--- config.mk ---
export PLATFORM = sky130hd
export DESIGN_NAME = pll_lock_monitor
export DESIGN_NICKNAME = d
export VERILOG_FILES = /design/src/rtl/pll_lock_monitor_pkg.sv /design/src/rtl/pll_lock_monitor_abs_diff.sv /design/src/rtl/pll_lock_monitor.sv
export SDC_FILE = /design/constraint.sdc
export NUM_CORES = 1
export LEC_CHECK = 0
export ABC_AREA = 1
export CELL_PAD_IN_SITES_DETAIL_PLACEMENT = 1
export CELL_PAD_IN_SITES_GLOBAL_PLACEMENT = 1
export CORE_ASPECT_RATIO = 0.5
export CORE_MARGIN = 4
export CORE_UTILIZATION = 44
export DETAILED_ROUTE_END_ITERATION = 12
export GPL_ROUTABILITY_DRIVEN = 1
export PLACE_DENSITY_LB_ADDON = 0.1
export SLEW_MARGIN = 20
export SYNTH_ARGS = -nofsm -noshare
export SYNTH_HDL_FRONTEND = slang
export SYNTH_SLANG_ARGS = --single-unit
--- constraint.sdc ---
create_clock -name clk -period 3.6 [get_ports clk]
set_input_delay 0.54 -clock clk [delete_from_list [all_inputs] [get_ports clk]]
set_output_delay 0.54 -clock clk [all_outputs]
set_load 0.01 [all_outputs]
--- src/rtl/pll_lock_monitor_pkg.sv ---
// Shared PLL definitions: lock-monitor state encodings, default thresholds
// and small arithmetic helpers used by the lock monitor.
package pll_lock_monitor_pkg;

  localparam logic [1:0] HOLDOFF = 2'd0;
  localparam logic [1:0] ACQUIRE = 2'd1;
  localparam logic [1:0] LOCKED  = 2'd2;
  localparam logic [1:0] JUMP    = 2'd3;

  localparam logic [15:0] DEF_HOLDOFF_SAMPLES = 16'd3000;
  localparam logic [15:0] DEF_LOCK_THRESH     = 16'd200;
  localparam logic [15:0] DEF_LOCK_SAMPLES    = 16'd1000;
  localparam logic [15:0] DEF_JUMP_THRESH     = 16'd100;

  // Offset-binary phase error sits here when the loop is perfectly locked.
  localparam logic [15:0] PHASE_CENTER = 16'h8000;

  typedef struct packed {
    logic [1:0]  state;
    logic [15:0] hold_cnt;
    logic [15:0] lock_cnt;
    logic [15:0] prev_pe;
    logic        error_jump;
    logic        locked;
    logic [7:0]  jump_count;
  } monitor_regs_t;

  function automatic logic [7:0] sat_inc8(input logic [7:0] value);
    return (value == 8'hFF) ? 8'hFF : value + 8'd1;
  endfunction

endpackage

--- src/rtl/pll_lock_monitor_abs_diff.sv ---
// Combinational |a - b| for 16-bit unsigned operands; the difference is formed
// in 17 bits so the magnitude always fits back into 16 bits.
module pll_abs_diff (
  input  logic [15:0] a,
  input  logic [15:0] b,
  output logic [15:0] y
);

  logic [16:0] diff;
  logic [16:0] neg_diff;

  assign diff     = {1'b0, a} - {1'b0, b};
  assign neg_diff = {1'b0, b} - {1'b0, a};
  assign y        = diff[16] ? neg_diff[15:0] : diff[15:0];

endmodule

--- src/rtl/pll_lock_monitor.sv ---
// PLL lock monitor: qualifies phase-error samples, declares lock after a run of
// in-band samples, and fires a one-clk relock pulse on a phase jump or request.
module pll_lock_monitor
  import pll_lock_monitor_pkg::*;
#(
  parameter logic [15:0] HOLDOFF_SAMPLES = DEF_HOLDOFF_SAMPLES,
  parameter logic [15:0] LOCK_THRESH     = DEF_LOCK_THRESH,
  parameter logic [15:0] LOCK_SAMPLES    = DEF_LOCK_SAMPLES,
  parameter logic [15:0] JUMP_THRESH     = DEF_JUMP_THRESH
) (
  input  logic        clk,
  input  logic        reset_n,
  input  logic        enable_posedge,
  input  logic        pll_done,
  input  logic [15:0] phase_error,
  input  logic        manual_jump,
  output logic        error_jump,
  output logic        locked,
  output logic [1:0]  lock_state,
  output logic [7:0]  jump_count
);

  monitor_regs_t regs_reg;
  monitor_regs_t regs_next;

  logic        sample;
  logic        jump_trig;
  logic        go_jump;
  logic [15:0] dev;
  logic [15:0] delta;

  assign sample = enable_posedge & pll_done;

  pll_abs_diff u_dev (
    .a (phase_error),
    .b (PHASE_CENTER),
    .y (dev)
  );

  pll_abs_diff u_delta (
    .a (phase_error),
    .b (regs_reg.prev_pe),
    .y (delta)
  );

  assign jump_trig = (regs_reg.state == LOCKED) && sample && (delta > JUMP_THRESH);
  // A manual request and a threshold jump in the same cycle collapse into one JUMP.
  assign go_jump   = (regs_reg.state != JUMP) && (manual_jump || jump_trig);

  always_comb begin
    regs_next            = regs_reg;
    regs_next.error_jump = 1'b0;

    if (sample && (regs_reg.state != JUMP)) begin
      regs_next.prev_pe = phase_error;
    end

    case (regs_reg.state)
      HOLDOFF: begin
        if (sample) begin
          if (regs_reg.hold_cnt == HOLDOFF_SAMPLES - 16'd1) begin
            regs_next.state    = ACQUIRE;
            regs_next.hold_cnt = 16'd0;
            regs_next.lock_cnt = 16'd0;
          end else begin
            regs_next.hold_cnt = regs_reg.hold_cnt + 16'd1;
          end
        end
      end
      ACQUIRE: begin
        if (sample) begin
          if (dev <= LOCK_THRESH) begin
            if (regs_reg.lock_cnt == LOCK_SAMPLES - 16'd1) begin
              regs_next.state  = LOCKED;
              regs_next.locked = 1'b1;
            end else begin
              regs_next.lock_cnt = regs_reg.lock_cnt + 16'd1;
            end
          end else begin
            regs_next.lock_cnt = 16'd0;
          end
        end
      end
      LOCKED: begin
        regs_next.locked = 1'b1;
      end
      default: begin
        regs_next.state = HOLDOFF;
      end
    endcase

    // Entering JUMP registers the pulse and all its side effects on the same edge.
    if (go_jump) begin
      regs_next.state      = JUMP;
      regs_next.error_jump = 1'b1;
      regs_next.locked     = 1'b0;
      regs_next.hold_cnt   = 16'd0;
      regs_next.lock_cnt   = 16'd0;
      regs_next.jump_count = sat_inc8(regs_reg.jump_count);
    end
  end

  always_ff @(posedge clk or negedge reset_n) begin
    if (!reset_n) begin
      regs_reg.state      <= HOLDOFF;
      regs_reg.hold_cnt   <= 16'd0;
      regs_reg.lock_cnt   <= 16'd0;
      regs_reg.prev_pe    <= PHASE_CENTER;
      regs_reg.error_jump <= 1'b0;
      regs_reg.locked     <= 1'b0;
      regs_reg.jump_count <= 8'd0;
    end else begin
      regs_reg <= regs_next;
    end
  end

  assign error_jump = regs_reg.error_jump;
  assign locked     = regs_reg.locked;
  assign lock_state = regs_reg.state;
  assign jump_count = regs_reg.jump_count;

endmodule

# Word level (Yosys, flattened, before mapping)
# Index checks and enable logic that the tools add are counted.
[op_classes]
addsub = 7
n_lt_le_gt_ge = 2
eq_ne = 13
muxes = 22
n_bitwise = 1
reduce_logical = 14
[op_table]
columns = ["op", "count"]
rows = [
  ["two-way mux 16 bit", 8],
  ["two-way mux 34 bit", 2],
  ["adder 16 x 1 -> 16 bit (second input constant)", 2],
  ["case mux 16 bit (2 select lines)", 1],
  ["subtractor 16 x 16 -> 17 bit", 1],
  ["subtractor 16 x 16 -> 17 bit (second input constant)", 1],
  ["equality test 16 x 10 -> 1 bit (second input constant)", 1],
  ["equality test 16 x 12 -> 1 bit (second input constant)", 1],
  ["> comparator 16 x 7 -> 1 bit (second input constant)", 1],
  ["<= comparator 16 x 8 -> 1 bit (second input constant)", 1],
  ["subtractor 16 bit", 1],
  ["subtractor 16 bit (first input constant)", 1],
  ["!= test 3 bit (second input constant)", 5],
  ["two-way mux 10 bit", 1],
  ["adder 8 x 1 -> 8 bit (second input constant)", 1],
  ["equality test 8 bit (second input constant)", 1],
  ["two-way mux 2 bit", 4],
  ["two-way mux 8 bit", 1],
  ["case mux 2 bit (3 select lines)", 1],
  ["AND reduction 6 bit", 1],
  ["nonzero test 3 bit", 2],
  ["AND reduction 5 bit", 1],
  ["logical AND 1 bit", 4],
  ["!= test 2 bit (second input constant)", 2],
  ["11 further kinds", 14],
]
[word_totals]
register_bits = 60
in_bits = 21
output_inout_bits = 12
elab_cells = 66

# Depth between registers and ports, before layout
# Gate-level depths: netlist of run 1.
[depth]
word_depth = 8
depth_mapped = 28
mapped_depth_nobuf = 27

# Cells and area by module
# From an unflattened synthesis of run 1, not the netlist that was laid out.
[unflattened]
cells_unflattened = 1365
hier_area_um2 = 8166.6
[modules_own_cells]
columns = ["mod", "instances", "cells_per_inst", "area_per_inst_um2", "seq_area_each_um2"]
rows = [
  ["pll_abs_diff", 2, 430, 2168.3, 0.0],
  ["pll_lock_monitor", 1, 505, 3829.9, 1502.7],
]

# Worst setup path before layout of run 1
# No wires, ideal clock.
[synth_timing]
path_type = "input to register"
from = "input port phase_error[0]"
to = "register regs_reg[29] in the netlist's numbering"
setup_time_ns = 0.120
arrival_time_ns = 2.964
required_ns = 3.480
setup_slack_ns = 0.515
cell_stages = 25
path_buffers = 2
path_cell_list = "inv_1 -> ha_1 -> fa_1 -> inv_1 -> nand3_1 -> nand2_2 -> nand2_2 -> nand2_2 -> nand2_4 -> nand2_4 -> buf_8 -> o21ai_1 -> nand2_1 -> nand2_1 -> a21oi_2 -> nand3_2 -> nand2_2 -> nand2_4 -> nand2_8 -> nand3_2 -> nand2_4 -> nor2_8 -> buf_6 -> nand2_1 -> nand2_1"
[synth_via]
elab_chain_len = 8
[synth_rtl]
columns = ["item", "line_no", "source"]
rows = [
  ["start, declared", "pll_lock_monitor.sv:15", "input logic [15:0] phase_error,"],
  ["subtractor 16 x 16 -> 17 bit / subtractor 16 bit (equally long branches)", "pll_lock_monitor_abs_diff.sv:12, pll_lock_monitor_abs_diff.sv:13", ""],
  ["two-way mux 16 bit", "pll_lock_monitor_abs_diff.sv:14", "assign y = diff[16] ? neg_diff[15:0] : diff[15:0];"],
  ["> comparator 16 x 7 -> 1 bit", "pll_lock_monitor.sv:46", "assign jump_trig = (regs_reg.state == LOCKED) && sample && (delta > JUMP_THRESH);"],
  ["logical AND 1 bit", "pll_lock_monitor.sv:46", ""],
  ["logical OR 1 bit", "pll_lock_monitor.sv:48", "assign go_jump = (regs_reg.state != JUMP) && (manual_jump || jump_trig);"],
  ["logical AND 1 bit", "pll_lock_monitor.sv:48", ""],
  ["!= test 4 bit (no line) (tied with other cells)", "-", ""],
  ["AND reduction 5 bit (no line)", "-", ""],
  ["end signal, assigned", "pll_lock_monitor.sv:113", "regs_reg <= regs_next;"],
  ["end, declared", "pll_lock_monitor.sv:23", "monitor_regs_t regs_reg;"],
]
# Several ways; a longest one is shown, not always the timed one. The select of a mux whose other input is x is not followed.
# A chain may end at the register's enable or synchronous reset.

# Final worst setup path of run 1
[layout_timing]
from = "input port phase_error[14]"
to = "register regs_reg[29] in the netlist's numbering"
# Same word-level chain as after synthesis.

==> results.txt, run 1 <==
The count of boundary I/O pins came out at 33. The register with the most flip-flops in the layout has 48 of them. Cells fill 61.20% of the core in the end.

The number of cells after detailed placement came out at 1173. At the pin with the least slew margin, the transition time is 0.6226 ns. The final estimated routing congestion in global placement came out at 0.9034. The number of detailed-route iterations in the first pass came out at 5.

The endpoint identified for the worst register-to-register timing path is jump_count[7]$_DFFE_PN0N_. The number of cells in the finished layout apart from fillers came out at 1209. The residual DRC count is 0.

Leaving out fill and tap cells, the most frequent cells in the layout are sky130_fd_sc_hd__nand2_1 (279), sky130_fd_sc_hd__inv_1 (129), sky130_fd_sc_hd__buf_4 (106). The biggest cell delay along the critical path is 0.53 ns. The number of warnings reported in the yosys synthesis log came out at 0. The count of flip-flops with a built-in enable after synthesis came out at 0.

The later pin in the worst-skew pair is clocked with a latency of 0.35 ns. Each instance of the synthesized netlist takes up on average 6.489 um2. TritonCTS created 9 clock buffers. The most used cell along the critical path is sky130_fd_sc_hd__nand2_1. The fraction of final layout cells sized beyond drive strength 1 is 23.41%. Clock tree synthesis selected as its root buffer the cell sky130_fd_sc_hd__clkbuf_16. The class of the tightest hold or removal check is input port to asynchronous set/reset pin. The total core area is 0.01277 mm2. The worst-case clock buffer depth is 2. The biggest fanout along the worst timing path came out at 10. The layout overhead on the synthesized area is 35.04%. The hold violation count in the final report is 0. The type of element capturing the critical path is a flop. Counting every net in the synthesized netlist gives 949. The worst setup slack for register-to-register paths came out at 0.13 ns. The port buffer count came out at 32. The final period utilization came out at 105.7%. The instance area after placement is 0.006980 mm2. The gate count after technology mapping came out at 892.

Clock-pin slew was measured on the worst setup and hold paths at 0.06 ns. STA classifies the critical path startpoint as an input port. The overall fraction of global-route tracks in use is 27.34%. The leakage power summed over all cells is 4.045 nW. The total vias in the final route came out at 6808. The count of unique library cells instantiated by Yosys is 45. In the synthesized netlist the async set-or-reset flop fraction comes to 100.0%. The average wire length per cell after detail routing is 21.68 um. The die covers 0.01516 mm2. For this block, the initial DRC count from the detailed router was 560. The checks that failed: setup timing. The overall overflow remaining after global route is 0.

The wire length of the first global-routing pass came out at 32920 um. For this design the ratio of total power to cell area is 733.5 mW/mm2. In this run the worst setup path terminates at regs_reg[29]$_DFFE_PN0P_. The dominant synthesized flop cell is sky130_fd_sc_hd__dfrtp_1.

The worst path setup slack after routing is -0.2060 ns. The number of cell instances on the worst register-to-register path is 21. The number of violations of the max-capacitance limit came out at 0. The startpoint identified for the worst register-to-register timing path is regs_reg[20]$_DFFE_PN0P_. The worst path in the final design needs a cycle of 3.806 ns, including I/O delays and setup.

The most common cell after layout, fill and taps aside is sky130_fd_sc_hd__nand2_1. The detailed-route vias per instance is 5.631. The total power came out at 0.005733 W.

The quantity of hold-fixing buffers added after cts is 0. The final antenna-violating net count came out at 0. The floorplan step set the die width to 170.2 um. The filler cell count in the final layout is 1674. Setup violations remaining at the end of the flow were counted as 31.

The initial standard-cell utilization of the core is 45.32%. The arrival time reported for the critical path endpoint came out at 4.03 ns. The number of synthesized register bits came out at 60.

The number of core rows came out at 29. By area the synthesized netlist is led by sky130_fd_sc_hd__dfrtp_1 (26%), sky130_fd_sc_hd__nand2_1 (19%), sky130_fd_sc_hd__inv_1 (9.0%). Entering global routing, the biggest net connects 38 pins. The CTS H-tree depth is 3. The via count of the first global-routing pass came out at 6528. The proportion of netlist area held by the largest area contributor is 25.51%. The remaining max-slew budget at the tightest pin came out at 58.11%.

The maximum resistive drop on vdd came out at 332.3 uV. The cell area after synthesis came out at 0.005788 mm2. The flow ran to the end, but the final reports show violations. The timing startpoint of the critical path is phase_error[14].

The endpoint required time on the critical path came out at 3.82 ns. The post-route standard cell area excluding fillers came out at 0.007816 mm2. Detailed placement ended at an HPWL of 14530 um. The overall routed net length came out at 26220 um. The maximum clock frequency is 262.7 MHz. The number of max-slew violations in the final report came to 0. The critical path's slowest cell is sky130_fd_sc_hd__clkdlybuf4s50_1. The library cell with the largest summed area after synthesis is sky130_fd_sc_hd__dfrtp_1. The worst-case clock skew came out at 0.01106 ns. The vertical die dimension came out at 89.10 um.

Sequential cells were found to cover 25.96% of the synthesized design area. TritonCTS built the clock tree. The final net count came out at 1090. The critical path is of the input port to flop type. The initial antenna violation count came out at 1. The number of sinks driven by the clock tree is 60.
## synthesized netlist by cell type, drive strengths merged, types with 2 or more instances
cell type  instances
a21oi             34
buf               23
clkbuf             4
dfrtp             59
fa                 2
ha                34
inv              144
nand2            315
nand3             55
nand3b             6
nand4              9
nor2              72
nor3              24
nor4               5
o2111ai            2
o211ai             3
o21a               2
o21ai             57
o31ai              2
xnor2              7
xor2              26
## routing by layer
layer	track usage [%]	wire length (um)
met4	8.116	1132
met2	49.46	13060
met5	0	0
met1	34.33	10780
met3	4.240	1238
## logic make-up after synthesis
logic type	Yosys count	synth area share, %
simple gates	489	37.92
fa+ha+maj	36	8.042
buf+inv	172	12.99
flops	60	25.96
xor+xnor	33	4.994
compound gates	102	10.10
## repair_timing
action / 4_1_cts / 5_1_grt
cloned: 4 / 2
endpoints found under the setup margin: 17 / 44
resized for setup: 7 / 82
pin swaps: 4 / 14
setup buffers: 2 / 11
## report_power, final
part	total, W	switching (W)	internal, W
clock	0.000934	0.000374	0.000560
sequential	0.00104	0.000217	0.000826
combinational	0.00376	0.00225	0.00151
total	0.00573	0.00284	0.00290
## worst max-delay path, delay by kind of cell
family          cells  cell delay, ns
compound gates      2            0.46
fa+ha+maj           1            0.26
buf+inv             6            1.13
simple gates       17            1.63
## worst min-delay path by stage
stage                                   startpoint                       end  slack (ns)  cells after the start
after floorplan                            reset_n      error_jump$_DFF_PN0_        0.24                      0
after global placement    regs_reg[25]$_DFFE_PN1P_  regs_reg[25]$_DFFE_PN1P_        0.48                      2
after detailed placement  regs_reg[22]$_DFFE_PN0P_  regs_reg[22]$_DFFE_PN0P_        0.51                      2
after CTS                                  reset_n  regs_reg[47]$_DFFE_PN0P_        0.20                      2
after global routing                       reset_n  regs_reg[45]$_DFFE_PN0P_        0.22                      2
final                                      reset_n  regs_reg[34]$_DFFE_PN0P_        0.19                      2
## layout make-up
class	instances	area, um2	area share, %
antenna	1	2.502	0.03202
clock buffer	10	239.0	3.057
clock inverter	6	71.32	0.9124
inverter	145	556.8	7.123
multi-input combinational	666	3890	49.77
sequential	60	1503	19.23
tap	170	212.7	2.721
timing repair buffer	151	1341	17.16
## stage by stage
step                      hold slack [ns]  worst slack [ns]  setup TNS (ns)
after detailed placement           0.5058           -0.3788          -14.10
after floorplan                    0.2444            0.5152               0
final                              0.1943           -0.2060          -3.299
after global placement             0.4805           -0.2402          -8.754
after global routing               0.2159           -0.3241          -7.744
after CTS                          0.1987          0.001903               0
(Power assumes the default switching activity.)
==> inputs of run 2 (changes only) <==
--- a/config.mk
+++ b/config.mk
@@ -9,7 +9,7 @@
 export CELL_PAD_IN_SITES_DETAIL_PLACEMENT = 1
 export CELL_PAD_IN_SITES_GLOBAL_PLACEMENT = 1
 export CORE_ASPECT_RATIO = 0.5
-export CORE_MARGIN = 4
+export CORE_MARGIN = 3
 export CORE_UTILIZATION = 44
 export DETAILED_ROUTE_END_ITERATION = 12
 export GPL_ROUTABILITY_DRIVEN = 1
==> results.txt, run 2 (same netlist as run 1, synthesis figures left out) <==
The final net count came out at 1091 (+0.092%). The worst hold path belongs to the class input port to asynchronous set/reset pin. The detailed-route vias per instance came out at 6.233 (+11%). The initial standard-cell utilization of the core is 46.94% (+1.6 points). The leakage power summed over all cells was 4.094 nW (+1.2%). The total core area was 0.01233 mm2 (-3.4%). The overall routed net length is 30680 um (+17%).

The total of endpoints with negative setup slack in the final report came to 39 (+26%). The fraction of final layout cells sized beyond drive strength 1 is 25.43% (+2.0 points). The total vias in the final route is 7504 (+10%). The relative contribution of the clock network to total power was 16.9% (+0.6 points). The number of sinks driven by the clock tree is 60 (unchanged). The minimum setup slack after placement came to -0.4329 ns (-0.05403 ns). The residual DRC count came to 0 (unchanged). The maximum clock frequency is 264.2 MHz (+0.57%). The vertical die dimension was 87.10 um (-2.2%). The CTS H-tree depth was 3 (unchanged). The worst-case clock buffer depth was 2 (unchanged).

The measured slew at the worst slew-check pin is 0.7457 ns (+0.1231 ns). The master cell of the clock root buffer is sky130_fd_sc_hd__clkbuf_16. The final estimated routing congestion in global placement came out at 0.8893 (-1.6%). In the layout the commonest cells are sky130_fd_sc_hd__nand2_1 (271), sky130_fd_sc_hd__inv_1 (126), sky130_fd_sc_hd__buf_4 (111). The final antenna-violating net count is 0 (unchanged). The total power came out at 0.006043 W (+5.4%). The hold violation count in the final report is 0 (unchanged).

The layout overhead on the synthesized area is 36.73%. The biggest fanout along the worst timing path is 8 (-2). The source-to-sink clock delay at the later pin of the worst-skew pair is 0.34 ns (about the same). The flow ran to the end, but the final reports show violations. The maximum resistive drop on vdd is 362.4 uV (+9.1%). The endpoint required time on the critical path came out at 3.86 ns (+0.04 ns).

The clock transition at the registers of the reported paths came out at 0.05 ns (about the same). The number of violations of the max-capacitance limit came out at 0 (unchanged). The number of core rows came out at 28 (-3.4%). The quantity of hold-fixing buffers added after cts is 0 (unchanged).

The net switching power is 0.003036 W (+7.0%). The overall overflow remaining after global route came out at 0 (unchanged). The combinational cell fraction of total power is 65.3% (-0.2 points). The die span in x is 168.2 um (-1.2%).

The wire length of the first global-routing pass is 38710 um (+18%). The startpoint-to-endpoint class of the critical path is input port to flop. The post-layout minimum cycle time is 3.785 ns (-0.02149 ns). The number of flip-flops in the largest register came out at 48 (unchanged). TritonCTS built the clock tree.

The number of max-slew violations in the final report is 0 (unchanged). The average wire length per cell after detail routing came out at 25.48 um (+18%). The checks that failed: setup timing.

The switching power as a share of total power is 50.23% (+0.75 points). The CTS buffer count is 9 (unchanged). The power per unit of standard cell area is 763.6 mW/mm2 (+4.1%).

The overall fraction of global-route tracks in use came to 33.55% (+6.2 points). The estimated wirelength of the detail-placed design came to 14960 um (+2.9%). The full die area came out at 0.01465 mm2 (-3.4%). The count of boundary I/O pins came out at 33 (unchanged).

The initial antenna violation count was 0 (-1). The remaining max-slew budget at the tightest pin is 49.64% (-8.5 points). The final sum of negative setup slack came out at -1.965 ns (+1.335 ns). The sort of element at the start of the critical path is an input port.

The worst-case clock skew is 0.01298 ns (+0.001914 ns). The maximum number of pins on one net before global-route repair was 37 (-2.6%). The final period utilization came out at 105.1% (-0.60 points). The via count of the first global-routing pass is 7133 (+9.3%). The most common cell after layout, fill and taps aside is sky130_fd_sc_hd__nand2_1. The worst path setup slack after routing came out at -0.1845 ns (+0.02149 ns). The number of detailed-route iterations in the first pass came out at 5 (unchanged).

The arrival time reported for the critical path endpoint is 4.05 ns (+0.02 ns). The starting DRC count in detailed routing came out at 703 (+26%). The worst setup path is captured at a flop. The port buffer count is 32 (unchanged). The internal power of the cells was 0.003007 W (+3.8%). The sequential share of power is 17.8% (-0.4 points).
-- run 2: power by group through the flow --
stage | Clock, W | Sequential (W) | Combinational (W)
2_1_floorplan | 0 | 0.000943 | 0.00193
3_3_place_gp | 0 | 0.000987 | 0.00285
3_5_place_dp | 0 | 0.00100 | 0.00299
4_1_cts | 0.00100 | 0.00101 | 0.00323
5_1_grt | 0.00104 | 0.00108 | 0.00416
6_report | 0.00102 | 0.00107 | 0.00395
-- run 2: cell type report --
class                           instances  area (um2)
Antenna cell                            1       2.502
Timing Repair Buffer                  154        1321
Fill cell                            1612        4418
Clock buffer                           12       266.5
Inverter                              145       553.0
Sequential cell                        60        1503
Clock inverter                          3       68.82
Tap cell                              165       206.4
Multi-Input combinational cell        664        3993
-- run 2: through the flow --
step / hold WS [ns] / instances / instance area (um2) / utilization [%]
2_1_floorplan: 0.2444 / 892 / 5788 / -
4_1_cts: 0.2281 / 1194 / 7458 / 60.48
5_1_grt: 0.2625 / 1203 / 7911 / 64.15
3_5_place_dp: 0.4873 / 1172 / 6954 / 56.39
3_3_place_gp: 0.4839 / 1172 / 6954 / 56.39
6_report: 0.2304 / 1204 / 7914 / 64.17
-- run 2: repair_timing --
action,CTS,global route
setup endpoints to repair,36,44
endpoints found under the hold margin,0,0
resized for setup,21,103
cloned,2,2
setup buffers,5,7
pin swaps,9,24
-- run 2: critical path, stage by stage --
cell                              delay (ns)
sky130_fd_sc_hd__clkdlybuf4s50_1        0.49
sky130_fd_sc_hd__inv_1                  0.10
sky130_fd_sc_hd__ha_4                   0.33
sky130_fd_sc_hd__buf_4                  0.13
sky130_fd_sc_hd__nand3_1                0.11
sky130_fd_sc_hd__nand2_2                0.14
sky130_fd_sc_hd__nand2_1                0.10
sky130_fd_sc_hd__nand2_1                0.12
sky130_fd_sc_hd__xor2_1                 0.25
sky130_fd_sc_hd__nand2_1                0.12
sky130_fd_sc_hd__nand2_1                0.13
sky130_fd_sc_hd__nor2_2                 0.07
sky130_fd_sc_hd__a21oi_2                0.15
sky130_fd_sc_hd__nand3_2                0.16
sky130_fd_sc_hd__nand2_2                0.14
sky130_fd_sc_hd__nand2_4                0.12
sky130_fd_sc_hd__nand2_8                0.13
sky130_fd_sc_hd__nand3_2                0.21
sky130_fd_sc_hd__nor2_1                 0.27
sky130_fd_sc_hd__nand2_1                0.11
sky130_fd_sc_hd__nand2_1                0.11
-- run 2: worst paths after layout --
kind	start	endpoint	cells after the start	slack, ns
max	phase_error[2]	regs_reg[41]$_DFFE_PN0P_	21	-0.18
min reg2reg	regs_reg[43]$_DFFE_PN0P_	regs_reg[43]$_DFFE_PN0P_	2	0.55
max in group asynchronous	reset_n	jump_count[6]$_DFFE_PN0N_	2	2.40
max reg2reg	regs_reg[15]$_DFFE_PN0P_	regs_reg[41]$_DFFE_PN0P_	22	-0.05
min	reset_n	regs_reg[32]$_DFFE_PN0P_	1	0.23
min in group clk	regs_reg[43]$_DFFE_PN0P_	regs_reg[43]$_DFFE_PN0P_	2	0.55
-- run 2: metal layers --
layer	track usage, %	routed length, um	up-vias
met5	0	0	-
met4	12.32	2090	0
met3	5.712	2729	201
met2	61.23	14270	574
met1	40.32	11580	3647
li1	-	-	3082
==> inputs of run 3 (changes only) <==
--- a/config.mk
+++ b/config.mk
@@ -14,6 +14,7 @@
 export DETAILED_ROUTE_END_ITERATION = 12
 export GPL_ROUTABILITY_DRIVEN = 1
 export PLACE_DENSITY_LB_ADDON = 0.1
+export REMOVE_ABC_BUFFERS = 1
 export SLEW_MARGIN = 20
 export SYNTH_ARGS = -nofsm -noshare
 export SYNTH_HDL_FRONTEND = slang
==> results.txt, run 3 (same netlist as run 1, synthesis figures left out) <==
The layout overhead on the synthesized area is 34.57%. The initial antenna violation count came out at 0 (unchanged). The starting DRC count in detailed routing came to 560 (-20%). The number of cells after detailed placement came out at 1158 (-1.2%). The most common cell after layout, fill and taps aside is sky130_fd_sc_hd__nand2_1. The total of endpoints with negative setup slack in the final report came out at 21 (-46%). The total vias in the final route is 6959 (-7.3%). The fraction of final layout cells sized beyond drive strength 1 is 23.50% (-1.9 points).

The number of cells in the finished layout apart from fillers is 1195 (-0.75%). The final net count is 1082 (-0.82%). The critical path's slowest cell is sky130_fd_sc_hd__clkdlybuf4s50_1.

The count of boundary I/O pins is 33 (unchanged). The final estimated routing congestion in global placement is 0.8720 (-1.9%). The maximum clock frequency is 267.1 MHz (+1.1%). The overall overflow remaining after global route is 0 (unchanged).

The biggest fanout along the worst timing path came out at 8 (unchanged). The detailed-route vias per instance is 5.823 (-6.6%). The final sum of negative setup slack came to -1.195 ns (+0.7700 ns). The final period utilization came out at 104.0% (-1.1 points).

The run finished, with violations left. The post-layout minimum cycle time came out at 3.745 ns (-0.03991 ns). The worst-case clock skew came out at 0.008489 ns (-0.004489 ns). Counting stages on the worst path, the most repeated cell is sky130_fd_sc_hd__nand2_1. The full die area is 0.01465 mm2 (unchanged). STA classifies the critical path endpoint as a flop. The die span in x is 168.2 um (unchanged).

The maximum number of pins on one net before global-route repair came to 39 (+5.4%). The worst path setup slack after routing is -0.1446 ns (+0.03991 ns). The initial standard-cell utilization of the core came out at 46.94% (unchanged). The via count of the first global-routing pass is 6794 (-4.8%).

The number of violations of the max-capacitance limit is 0 (unchanged). The vertical die dimension came out at 87.10 um (unchanged). In this design, the largest share of critical-path delay is due to simple AND/OR/NAND/NOR gates. The leakage power summed over all cells came to 4.033 nW (-1.5%). The overall fraction of global-route tracks in use came to 27.63% (-5.9 points).

The residual DRC count is 0 (unchanged). The endpoint required time on the critical path is 3.87 ns (about the same). The biggest cell delay along the critical path is 0.50 ns (about the same). The worst hold path belongs to the class input port to asynchronous set/reset pin. The arrival time reported for the critical path endpoint is 4.01 ns (-0.04 ns). The number of sinks driven by the clock tree came out at 60 (unchanged). The CTS H-tree depth is 3 (unchanged).

The clock transition at the registers of the reported paths came out at 0.06 ns (about the same). The overall routed net length came out at 26450 um (-14%). The buffering stage count on the worst path with inverters included was 6 (+3). The number of detailed-route iterations in the first pass is 5 (unchanged). The remaining max-slew budget at the tightest pin came to 38.94% (-11 points). The worst-case clock buffer depth is 2 (unchanged).

The total core area came to 0.01233 mm2 (unchanged). The sort of element at the start of the critical path is an input port. The number of max-slew violations in the final report is 0 (unchanged).

The critical path is of the input port to flop type. The final reports fail on setup timing. The source-to-sink clock delay at the later pin of the worst-skew pair is 0.34 ns (about the same).

The CTS buffer count was 9 (unchanged). The tree is rooted in a sky130_fd_sc_hd__clkbuf_16. TritonCTS built the clock tree. The number of flip-flops in the largest register came out at 48 (unchanged). The maximum resistive drop on vdd is 496.2 uV (+37%).

The total power came out at 0.005774 W (-4.5%). The count of inserted antenna diode cells came out at 0 (-1). The estimated wirelength of the detail-placed design was 14210 um (-5.0%).

The average wire length per cell after detail routing is 22.13 um (-13%). The measured slew at the worst slew-check pin is 0.9159 ns (+0.1702 ns). In the layout the commonest cells are sky130_fd_sc_hd__nand2_1 (282), sky130_fd_sc_hd__inv_1 (132), sky130_fd_sc_hd__buf_4 (106). The number of core rows is 28 (unchanged). The power per unit of standard cell area is 741.3 mW/mm2 (-2.9%). The final antenna-violating net count came out at 0 (unchanged). The port buffer count came out at 32 (unchanged). The wire length of the first global-routing pass came out at 32700 um (-16%).

The hold violation count in the final report came out at 0 (unchanged).
==> run 3: worst paths after layout <==
path,from,to,slack (ns),cells past startpoint
min reg2reg,locked$_DFFE_PN0P_,locked$_DFFE_PN0P_,0.51,2
max in group asynchronous,reset_n,regs_reg[41]$_DFFE_PN0P_,2.34,2
min,reset_n,error_jump$_DFF_PN0_,0.33,1
min in group clk,locked$_DFFE_PN0P_,locked$_DFFE_PN0P_,0.51,2
max reg2reg,regs_reg[25]$_DFFE_PN1P_,regs_reg[28]$_DFFE_PN0P_,-0.01,25
max,phase_error[10],regs_reg[28]$_DFFE_PN0P_,-0.14,26
==> run 3: metal layers <==
layer,GRT usage [%],part of all wire [%],up-vias
met2,50.49,49,355
met4,9.057,4.4,0
li1,-,-,3051
met1,33.43,41,3445
met5,0,0,-
met3,4.941,5.8,108
==> run 3: cell type report <==
class / count / area [um2]
clock inverter: 7 / 98.84
multi-input combinational: 663 / 3936
timing repair buffer: 146 / 1274
clock buffer: 9 / 225.2
sequential: 60 / 1503
fill: 1641 / 4543
inverter: 145 / 545.5
tap: 165 / 206.4
==> run 3: through the flow <==
| stage | setup WS, ns | area [um2] | hold slack (ns) | util [%] |
|---|---|---|---|---|
| global placement | -0.2090 | 6874 | 0.4734 | 55.74 |
| finish | -0.1446 | 7789 | 0.3293 | 63.16 |
| floorplan | 0.4692 | 5582 | 0.2444 | - |
| CTS | 0.02178 | 7281 | 0.3426 | 59.04 |
| global route | -0.2761 | 7789 | 0.3795 | 63.16 |
| detailed placement | -0.3961 | 6874 | 0.4774 | 55.74 |
==> run 3: repair_timing <==
action | CTS | global route
setup endpoints to repair | 29 | 44
gates cloned | 1 | 3
hold buffers | 0 | 0
pin swaps | 3 | 28
buffers inserted | 3 | 14
resized for setup | 7 | 89
==> run 3: power by group <==
part	total [W]	leakage, nW	internal, W	switching (W)
clock network	0.000995	0.156	0.000612	0.000383
registers	0.00104	0.786	0.000826	0.000212
logic	0.00374	3.09	0.00149	0.00225
total	0.00577	4.03	0.00293	0.00284
